--- config.mk ---
export PLATFORM = sky130hd
export DESIGN_NAME = arith_carry_resolver
export DESIGN_NICKNAME = d
export VERILOG_FILES = /design/src/rtl/arith_carry_pkg.sv /design/src/rtl/arith_carry_resolver.sv
export SDC_FILE = /design/constraint.sdc
export NUM_CORES = 1
export LEC_CHECK = 0
export CAP_MARGIN = 10
export CORE_ASPECT_RATIO = 0.9
export CORE_UTILIZATION = 58
export CTS_BUF_LIST = sky130_fd_sc_hd__clkbuf_16
export CTS_CLUSTER_DIAMETER = 200
export DETAILED_ROUTE_END_ITERATION = 8
export GPL_ROUTABILITY_DRIVEN = 1
export PLACE_DENSITY = 0.82
export REMOVE_ABC_BUFFERS = 1
export SLEW_MARGIN = 40
export SYNTH_ARGS = -nofsm -noshare
export SYNTH_HDL_FRONTEND = slang
export SYNTH_SLANG_ARGS = --single-unit
export TNS_END_PERCENT = 5
--- constraint.sdc ---
create_clock -name general_clk -period 3.8 [get_ports general_clk]
set_clock_uncertainty 0.1 [all_clocks]
set_input_delay 0.38 -clock general_clk [delete_from_list [all_inputs] [get_ports general_clk]]
set_output_delay 0.38 -clock general_clk [all_outputs]
set_load 0.02 [all_outputs]
--- src/rtl/arith_carry_pkg.sv ---
// Shared types for the arithmetic-coder carry resolver: FSM states, the
// pre-carry word layout and the carry-add helper.
package arith_carry_pkg;

  typedef enum logic [2:0] {
    IDLE       = 3'd0,
    HOLD       = 3'd1,
    EMIT_H     = 3'd2,
    EMIT_RUN   = 3'd3,
    FLUSH_WAIT = 3'd4
  } carry_state_t;

  localparam int         CARRY_BIT = 8;
  localparam logic [7:0] BYTE_FF   = 8'hFF;

  typedef struct packed {
    logic       carry;
    logic [7:0] data;
  } precarry_t;

  function automatic logic [7:0] add_carry(input logic [7:0] b, input logic c);
    return b + {7'd0, c};
  endfunction

endpackage

--- src/rtl/arith_carry_resolver.sv ---
// Resolves encoder carries with a held byte plus a pending 0xFF run and emits
// final bytes over valid/ready. Optional stat_bytes counter: ARITH_CARRY_STATS_EN.
module arith_carry_resolver
  import arith_carry_pkg::*;
#(
  parameter int RUN_CNT_WIDTH = 16,
  parameter int IN_WIDTH      = 9,
  parameter int STATS_WIDTH   = 32
) (
  input  logic                general_clk,
  input  logic                reset,
  input  logic                in_valid,
  output logic                in_ready,
  input  logic [IN_WIDTH-1:0] in_data,
  input  logic                flush,
  output logic                out_valid,
  input  logic                out_ready,
  output logic [7:0]          out_byte,
  output logic                out_last,
  output logic [1:0]          err,
  output logic                busy
`ifdef ARITH_CARRY_STATS_EN
  ,
  output logic [STATS_WIDTH-1:0] stat_bytes
`endif
);

  localparam logic [RUN_CNT_WIDTH-1:0] RUN_ZERO = {RUN_CNT_WIDTH{1'b0}};
  localparam logic [RUN_CNT_WIDTH-1:0] RUN_ONE  = {{(RUN_CNT_WIDTH-1){1'b0}}, 1'b1};
  localparam logic [RUN_CNT_WIDTH-1:0] RUN_MAX  = {RUN_CNT_WIDTH{1'b1}};

  carry_state_t             r_state, w_nxt_state;
  logic [7:0]               r_h, w_nxt_h;
  logic [7:0]               r_stage, w_nxt_stage;
  logic [RUN_CNT_WIDTH-1:0] r_run, w_nxt_run;
  logic                     r_c_pend, w_nxt_c_pend;
  logic                     r_last_pend, w_nxt_last_pend;
  logic                     r_flush_pend, w_nxt_flush_pend;
  logic [1:0]               r_err, w_nxt_err;
  logic                     r_in_ready, r_out_valid, r_out_last, r_busy;
  logic [7:0]               r_out_byte;
  logic                     w_nxt_out_valid, w_nxt_out_last;
  logic [7:0]               w_nxt_out_byte;
  logic                     w_accept, w_is_ff, w_drain_done;
  precarry_t                w_in;

  assign w_in     = '{carry: in_data[CARRY_BIT], data: in_data[7:0]};
  assign w_accept = in_valid && r_in_ready;
  assign w_is_ff  = !w_in.carry && (w_in.data == BYTE_FF);

  // Next-state logic: accept/absorb words, drain held byte and 0xFF run.
  always_comb begin
    w_nxt_state      = r_state;
    w_nxt_h          = r_h;
    w_nxt_stage      = r_stage;
    w_nxt_run        = r_run;
    w_nxt_c_pend     = r_c_pend;
    w_nxt_last_pend  = r_last_pend;
    w_nxt_flush_pend = r_flush_pend;
    w_nxt_err        = r_err;
    w_drain_done     = 1'b0;
    case (r_state)
      IDLE: begin
        if (w_accept) begin
          w_nxt_h         = w_in.data;
          w_nxt_err[0]    = r_err[0] | w_in.carry;
          w_nxt_c_pend    = 1'b0;
          w_nxt_last_pend = flush;
          w_nxt_state     = flush ? EMIT_H : HOLD;
        end else begin
          w_nxt_state = IDLE;
        end
      end
      HOLD: begin
        if (w_accept && w_is_ff) begin
          if (r_run == RUN_MAX) begin
            w_nxt_err[1] = 1'b1;
          end else begin
            w_nxt_run = r_run + RUN_ONE;
          end
          w_nxt_c_pend    = 1'b0;
          w_nxt_last_pend = flush;
          w_nxt_state     = flush ? EMIT_H : HOLD;
        end else if (w_accept) begin
          // Word is parked in staging; a simultaneous flush resumes after the drain.
          w_nxt_c_pend     = w_in.carry;
          w_nxt_stage      = w_in.data;
          w_nxt_flush_pend = flush;
          w_nxt_state      = EMIT_H;
        end else if (flush) begin
          w_nxt_c_pend    = 1'b0;
          w_nxt_last_pend = 1'b1;
          w_nxt_state     = EMIT_H;
        end else begin
          w_nxt_state = HOLD;
        end
      end
      EMIT_H: begin
        if (out_ready && (r_run != RUN_ZERO)) begin
          w_nxt_state = EMIT_RUN;
        end else if (out_ready) begin
          w_drain_done = 1'b1;
        end else begin
          w_nxt_state = EMIT_H;
        end
      end
      EMIT_RUN: begin
        if (out_ready) begin
          w_nxt_run    = r_run - RUN_ONE;
          w_drain_done = (r_run == RUN_ONE);
        end else begin
          w_nxt_state = EMIT_RUN;
        end
      end
      FLUSH_WAIT: begin
        w_nxt_c_pend     = 1'b0;
        w_nxt_last_pend  = 1'b1;
        w_nxt_flush_pend = 1'b0;
        w_nxt_state      = EMIT_H;
      end
      default: begin
        w_nxt_state = IDLE;
      end
    endcase
    case ({w_drain_done, r_last_pend})
      2'b11: begin
        w_nxt_c_pend    = 1'b0;
        w_nxt_last_pend = 1'b0;
        w_nxt_state     = IDLE;
      end
      2'b10: begin
        w_nxt_h          = r_stage;
        w_nxt_c_pend     = 1'b0;
        w_nxt_flush_pend = 1'b0;
        w_nxt_state      = r_flush_pend ? FLUSH_WAIT : HOLD;
      end
      default: begin
      end
    endcase
  end

  // Output values derived from the next state so they are registered in step.
  always_comb begin
    w_nxt_out_valid = (w_nxt_state == EMIT_H) || (w_nxt_state == EMIT_RUN);
    case (w_nxt_state)
      EMIT_H:   w_nxt_out_byte = add_carry(w_nxt_h, w_nxt_c_pend);
      EMIT_RUN: w_nxt_out_byte = w_nxt_c_pend ? 8'h00 : BYTE_FF;
      default:  w_nxt_out_byte = 8'h00;
    endcase
    w_nxt_out_last = w_nxt_last_pend &&
                     (((w_nxt_state == EMIT_H) && (w_nxt_run == RUN_ZERO)) ||
                      ((w_nxt_state == EMIT_RUN) && (w_nxt_run == RUN_ONE)));
  end

  // State and registered outputs.
  always_ff @(posedge general_clk or negedge reset) begin
    if (!reset) begin
      r_state      <= IDLE;
      r_h          <= 8'h00;
      r_stage      <= 8'h00;
      r_run        <= RUN_ZERO;
      r_c_pend     <= 1'b0;
      r_last_pend  <= 1'b0;
      r_flush_pend <= 1'b0;
      r_err        <= 2'b00;
      r_in_ready   <= 1'b0;
      r_out_valid  <= 1'b0;
      r_out_byte   <= 8'h00;
      r_out_last   <= 1'b0;
      r_busy       <= 1'b0;
    end else begin
      r_state      <= w_nxt_state;
      r_h          <= w_nxt_h;
      r_stage      <= w_nxt_stage;
      r_run        <= w_nxt_run;
      r_c_pend     <= w_nxt_c_pend;
      r_last_pend  <= w_nxt_last_pend;
      r_flush_pend <= w_nxt_flush_pend;
      r_err        <= w_nxt_err;
      r_in_ready   <= (w_nxt_state == IDLE) || (w_nxt_state == HOLD);
      r_out_valid  <= w_nxt_out_valid;
      r_out_byte   <= w_nxt_out_byte;
      r_out_last   <= w_nxt_out_last;
      r_busy       <= (w_nxt_state != IDLE);
    end
  end

  assign in_ready  = r_in_ready;
  assign out_valid = r_out_valid;
  assign out_byte  = r_out_byte;
  assign out_last  = r_out_last;
  assign err       = r_err;
  assign busy      = r_busy;

`ifdef ARITH_CARRY_STATS_EN
  logic [STATS_WIDTH-1:0] r_stat;

  // Saturating count of output handshakes.
  always_ff @(posedge general_clk or negedge reset) begin
    if (!reset) begin
      r_stat <= {STATS_WIDTH{1'b0}};
    end else if (r_out_valid && out_ready && (r_stat != {STATS_WIDTH{1'b1}})) begin
      r_stat <= r_stat + {{(STATS_WIDTH-1){1'b0}}, 1'b1};
    end else begin
      r_stat <= r_stat;
    end
  end

  assign stat_bytes = r_stat;
`endif

endmodule
* After elaboration in Yosys (flattened, before gate mapping) *
Index checks and enable logic that the tools add are counted.

operators by class
  add/sub/neg operators = 3
  $mul = 0
  divide/modulo/power cells = 0
  magnitude comparators = 0
  equal/unequal tests = 15
  shift operators = 0
  multiplexer cells = 39
  bitwise operators = 2
  reduce and logical (&&, ||, !) cells = 22

operators by type and width
  kind                                                                  number
  16-bit two-way mux                                                    3
  16-bit by 1-bit == test with 1-bit output, second input constant      2
  8-bit two-way mux                                                     4
  16-bit one-hot mux with 2 select lines                                1
  16-bit by 1-bit adder with 16-bit output, second input constant       1
  16-bit == test, second input constant                                 1
  16-bit logical NOT                                                    1
  1-bit two-way mux                                                     16
  8-bit one-hot mux with 2 select lines                                 1
  16-bit nonzero test                                                   1
  16-bit by 1-bit subtractor with 16-bit output, second input constant  1
  3-bit one-hot mux with 5 select lines                                 1
  3-bit by 2-bit == test with 1-bit output, second input constant       4
  3-bit two-way mux                                                     4
  3-bit AND reduction                                                   3
  8-bit by 1-bit adder with 8-bit output                                1
  8-bit == test, second input constant                                  1
  2-bit two-way mux                                                     4
  1-bit logical AND                                                     7
  3-bit by 1-bit == test with 1-bit output, second input constant       2
  3-bit logical NOT                                                     2
  3-bit inequality test, second input constant                          2
  1-bit one-hot mux with 3 select lines                                 2
  3-bit one-hot mux with 2 select lines                                 1
  other kinds (10)                                                      15

word-level totals
  flip-flop bits (word level) = 52
  latch bits = 0
  bits in writable memories = 0
  ROM bits = 0
  input port bits = 14
  output and inout bits = 14
  word-level logic and storage cells = 95
  memories = 0

* Depth between registers and ports, before layout *
  word-level depth = 10
  gate-level depth with buffers = 14
  gate-level depth less buffers = 12

* Least setup slack after synthesis *
No wires, ideal clock.

  kind = register to register
  start = register r_in_ready (netlist: in_ready)
  end = register r_out_last (netlist: out_last)
  setup time = 96 ps
  data arrival time = 2,528 ps
  required time = 3,604 ps
  setup slack = 1,076 ps
  cell stages (with the launch flop) = 8
  buffers on the path = 0
  clock period less this slack = 2,724 ps
  cells stage by stage = dfrtp_1 nand2_1 or3_1 a2111oi_1 mux2i_1 o211ai_1 or4_4 nor4_2

on the way
  elaborated cells on any way between the ends = 22
  those cells by class = eq/ne (3); mux (12); reduce/logical (7)

RTL lines
  element                                                                                 line                                                      RTL
  start, declared                                                                         arith_carry_resolver.sv:40                                logic r_in_ready, r_out_valid, r_out_last, r_busy;
  start signal, assigned                                                                  arith_carry_resolver.sv:180                               r_in_ready <= (w_nxt_state == IDLE) || (w_nxt_state == HOLD);
  1-bit logical AND (*)                                                                   arith_carry_resolver.sv:48                                assign w_accept = in_valid && r_in_ready;
  1-bit logical AND (*)                                                                   arith_carry_resolver.sv:75                                if (w_accept && w_is_ff) begin
  16-bit two-way mux (*)                                                                  arith_carry_resolver.sv:75
  16-bit one-hot mux with 2 select lines (*)                                              arith_carry_resolver.sv:62                                case (r_state)
  named net w_nxt_run[1]                                                                  arith_carry_resolver.sv:35                                logic [RUN_CNT_WIDTH-1:0] r_run, w_nxt_run;
  16-bit by 1-bit == test with 1-bit output / 16-bit logical NOT (equally long branches)  arith_carry_resolver.sv:152, arith_carry_resolver.sv:151
  1-bit logical AND, on equally long branches                                             arith_carry_resolver.sv:152, arith_carry_resolver.sv:151
  1-bit logical OR (*)                                                                    arith_carry_resolver.sv:151                               (((w_nxt_state == EMIT_H) && (w_nxt_run == RUN_ZERO)) ||
  1-bit logical AND (*)                                                                   arith_carry_resolver.sv:150                               w_nxt_out_last = w_nxt_last_pend &&
  named net w_nxt_out_last                                                                arith_carry_resolver.sv:42                                logic w_nxt_out_valid, w_nxt_out_last;
  end signal, assigned                                                                    arith_carry_resolver.sv:183                               r_out_last <= w_nxt_out_last;
  end, declared                                                                           arith_carry_resolver.sv:40

The timed path passes the listed nets; every way through them passes the cells marked *.
A chain may end at the register's enable or synchronous reset.

* Worst setup path after layout *
  start = input in_valid
  end = register r_out_last (netlist: out_last)

on the way
  elaborated cells on any way between the ends = 22
  those cells by class = eq/ne (3); mux (12); reduce/logical (7)

RTL lines
  element                                                                                 line                                                      RTL
  start, declared                                                                         arith_carry_resolver.sv:12                                input logic in_valid,
  1-bit logical AND (*)                                                                   arith_carry_resolver.sv:48
  1-bit logical AND (*)                                                                   arith_carry_resolver.sv:75
  16-bit two-way mux (*)                                                                  arith_carry_resolver.sv:75
  16-bit one-hot mux with 2 select lines (*)                                              arith_carry_resolver.sv:62
  named net w_nxt_run[1]                                                                  arith_carry_resolver.sv:35
  16-bit by 1-bit == test with 1-bit output / 16-bit logical NOT (equally long branches)  arith_carry_resolver.sv:152, arith_carry_resolver.sv:151
  1-bit logical AND, on equally long branches                                             arith_carry_resolver.sv:152, arith_carry_resolver.sv:151
  1-bit logical OR (*)                                                                    arith_carry_resolver.sv:151
  1-bit logical AND (*)                                                                   arith_carry_resolver.sv:150
  named net w_nxt_out_last                                                                arith_carry_resolver.sv:42

Marked as above.

==> metrics.txt <==
placer congestion estimate=1.01; CP arrival=3.43 ns; Hold WS=0.0881 ns; CP Launch Type=primary input; sequential fraction of the synthesis area=39.6%; initial antenna violation count=0; Final Cycle Share=87.6%; post-detailed-routing wire length=8340 µm; Die Y=73.4 µm; unrepaired setup endpoints after global routing=no; CTS clk-pin slew, worst paths=0.07 ns; Highest Clock Rate=0.300 GHz; Switch Pwr=0.477 mW; synth unique cells=70; DR vias/cell=6.53; VDD IR max=0.358 mV; Wirelength per Cell=19.2 µm; Pre-antenna DRT Iters=5; clock network fraction of total power=30.4%; Max-Cap Viols=0; DRT iter0 DRCs=398; mean area per synthesized cell=9.66 µm²; first-pass GRT wire length=13,700 µm; die area=5970 µm²; drc violations=0; Ys Warns=0; register area=1300 µm²; EDFF count, synth=0; Slew Viols, Final=0; worst min path class=primary input to asynchronous set/reset pin; Core ar.=5350 µm²; pwr dens=388 nW/µm²; Hold Fails Final Rpt=0; multi-input gate area in the final layout=1830 µm²; commonest non-fill, non-tap cell in the layout=dfrtp_1; GRT overflow=0; power share of the combinational group=22.8%; initial core utilization=61.4%; width of the die=81.3 µm; commonest non-fill, non-tap cells in the layout=52 x dfrtp_1, 34 x nand2_1, 26 x clkdlybuf4s50_1; post_cts resized=0; layout cells sized above 1=16.6%; antenna viol nets, final=0; FF+latch count, synth=52; P_leak=1.60 nW; fillers=411; DP Wirelength=6080 µm; Hold Buf Count CTS=0; Final setup viols=0; Seq pwr share=46.8%; Slew @ Worst Pin=0.740 ns; dpl cell area=3600 µm²; post-synthesis instance area=3280 µm²; TritonCTS clock tree=yes; status=finished clean; largest net degree at the start of global routing=53; gr usage total=31.0%; Num CTS Buffers=5; Worst-Skew Late Latency=0.29 ns; Layout area overhead=13.7%; crit path kind=primary input to register; postcts setup bufs=0; Worst slew margin=50.5%; # diodes=0; I/O Buffers=27; endpoint class of the critical path=register; Syn Inst Count=340; CP Max Fanout=6; CTS sink cnt=52; maximum buffer depth of the clock tree=2; Net count, final=387; Int Pwr=0.973 mW; IO Count=28; minimum clock period=3.33 ns; Sw Share=32.9%; Root Driver=clkbuf_16; fin area=3730 µm²; number of vias in the routed layout=2,841; vias in the first global route=2,654; asr flop ratio synth=100%; H-tree depth=2; Final TNS setup=0 ns; Top FF cell, synth=dfrtp_1; Rows=25; CP Data Required Time=3.90 ns
## final timing paths
path / startpoint / to / slack [ns] / cells after the start
worst max-delay path: in_valid / out_last / 0.47 / 8
worst min-delay path: reset / r_run[11] / 0.09 / 2
worst max register to register: r_run[7] / out_byte[5] / 0.52 / 9
worst min register to register: err[1] / err[1] / 0.36 / 1
max in group asynchronous: reset / r_run[7] / 3.05 / 2
min in group general_clk: err[1] / err[1] / 0.36 / 1
## power groups by stage
stage | Clock, mW | Combinational (mW) | Sequential, mW
5_1_grt | 0.467 | 0.364 | 0.688
2_1_floorplan | 0 | 0.203 | 0.676
3_5_place_dp | 0 | 0.324 | 0.685
6_report | 0.441 | 0.330 | 0.679
3_3_place_gp | 0 | 0.316 | 0.684
4_1_cts | 0.445 | 0.326 | 0.675
## worst max-delay path, stage by stage
cell             delay, ns
clkdlybuf4s50_1       0.57
nand2_1               0.23
or3_1                 0.37
a2111oi_1             0.66
mux2i_1               0.29
o211ai_1              0.16
or4_4                 0.52
nor4_2                0.25
## sequential cells by signal, summed over array words and instances (netlist names), 2 cells and up
register  count
r_run        16
out_byte      8
r_h           8
r_stage       8
r_state       3
err           2
## per-stage QoR
step	power (mW)	cells	util, %	setup slack, ns
after floorplan	0.879	325	-	1.04
after CTS	1.45	435	69.8	0.507
final	1.45	435	69.8	0.470
after global routing	1.52	435	69.8	0.278
after global placement	1.00	428	67.2	0.262
after detailed placement	1.01	428	67.2	0.203
## cell families after synthesis
family | Yosys count | synth area share [%]
AOI/OAI and AO/OA | 58 | 12.8
muxes | 25 | 8.50
xor gates and xnor gates | 12 | 3.20
adders and majority gates | 5 | 1.90
buffers and inverters | 29 | 4.80
and+or+nand+nor | 159 | 29.2
DFF | 52 | 39.6
## area by class of cell
cell class / count / share of cell area (%)
clock inverters: 2 / 0.335
multi-input cells: 259 / 48.9
inverters: 14 / 1.41
clock buffers: 5 / 3.35
repair buffers: 36 / 8.91
well taps: 67 / 2.25
flip-flops and latches: 52 / 34.9
## routing by layer
| metal | share of wire (%) | up-vias | routed length, µm | track usage (%) |
|---|---|---|---|---|
| met1 | 46 | 1356 | 3830 | 48.1 |
| met3 | 9.7 | 11 | 807 | 6.09 |
| met5 | 0 | - | 0 | 0 |
| met4 | 1.2 | 0 | 102 | 7.14 |
| met2 | 43 | 159 | 3600 | 43.9 |
| li1 | - | 1315 | - | - |
## Yosys cell counts (4+ instances only)
cell type	n	area, µm²
nor3_1	12	60.1
nand2_1	34	128
nand4_1	10	62.6
nand2b_1	4	25.0
dfrtp_1	52	1300
or3_1	5	31.3
inv_1	13	48.8
mux2i_1	8	80.1
a21oi_1	8	40.0
and2_1	5	31.3
buf_6	4	45.0
xnor2_1	7	61.3
nand3_1	14	70.1
o21ai_0	10	50.1
mux2_2	14	158
xor2_1	5	43.8
nor4_1	8	50.1
ha_1	5	62.6
buf_2	6	30.0
nor2_1	25	93.8
a211oi_1	7	52.6
(Power assumes the default switching activity.)
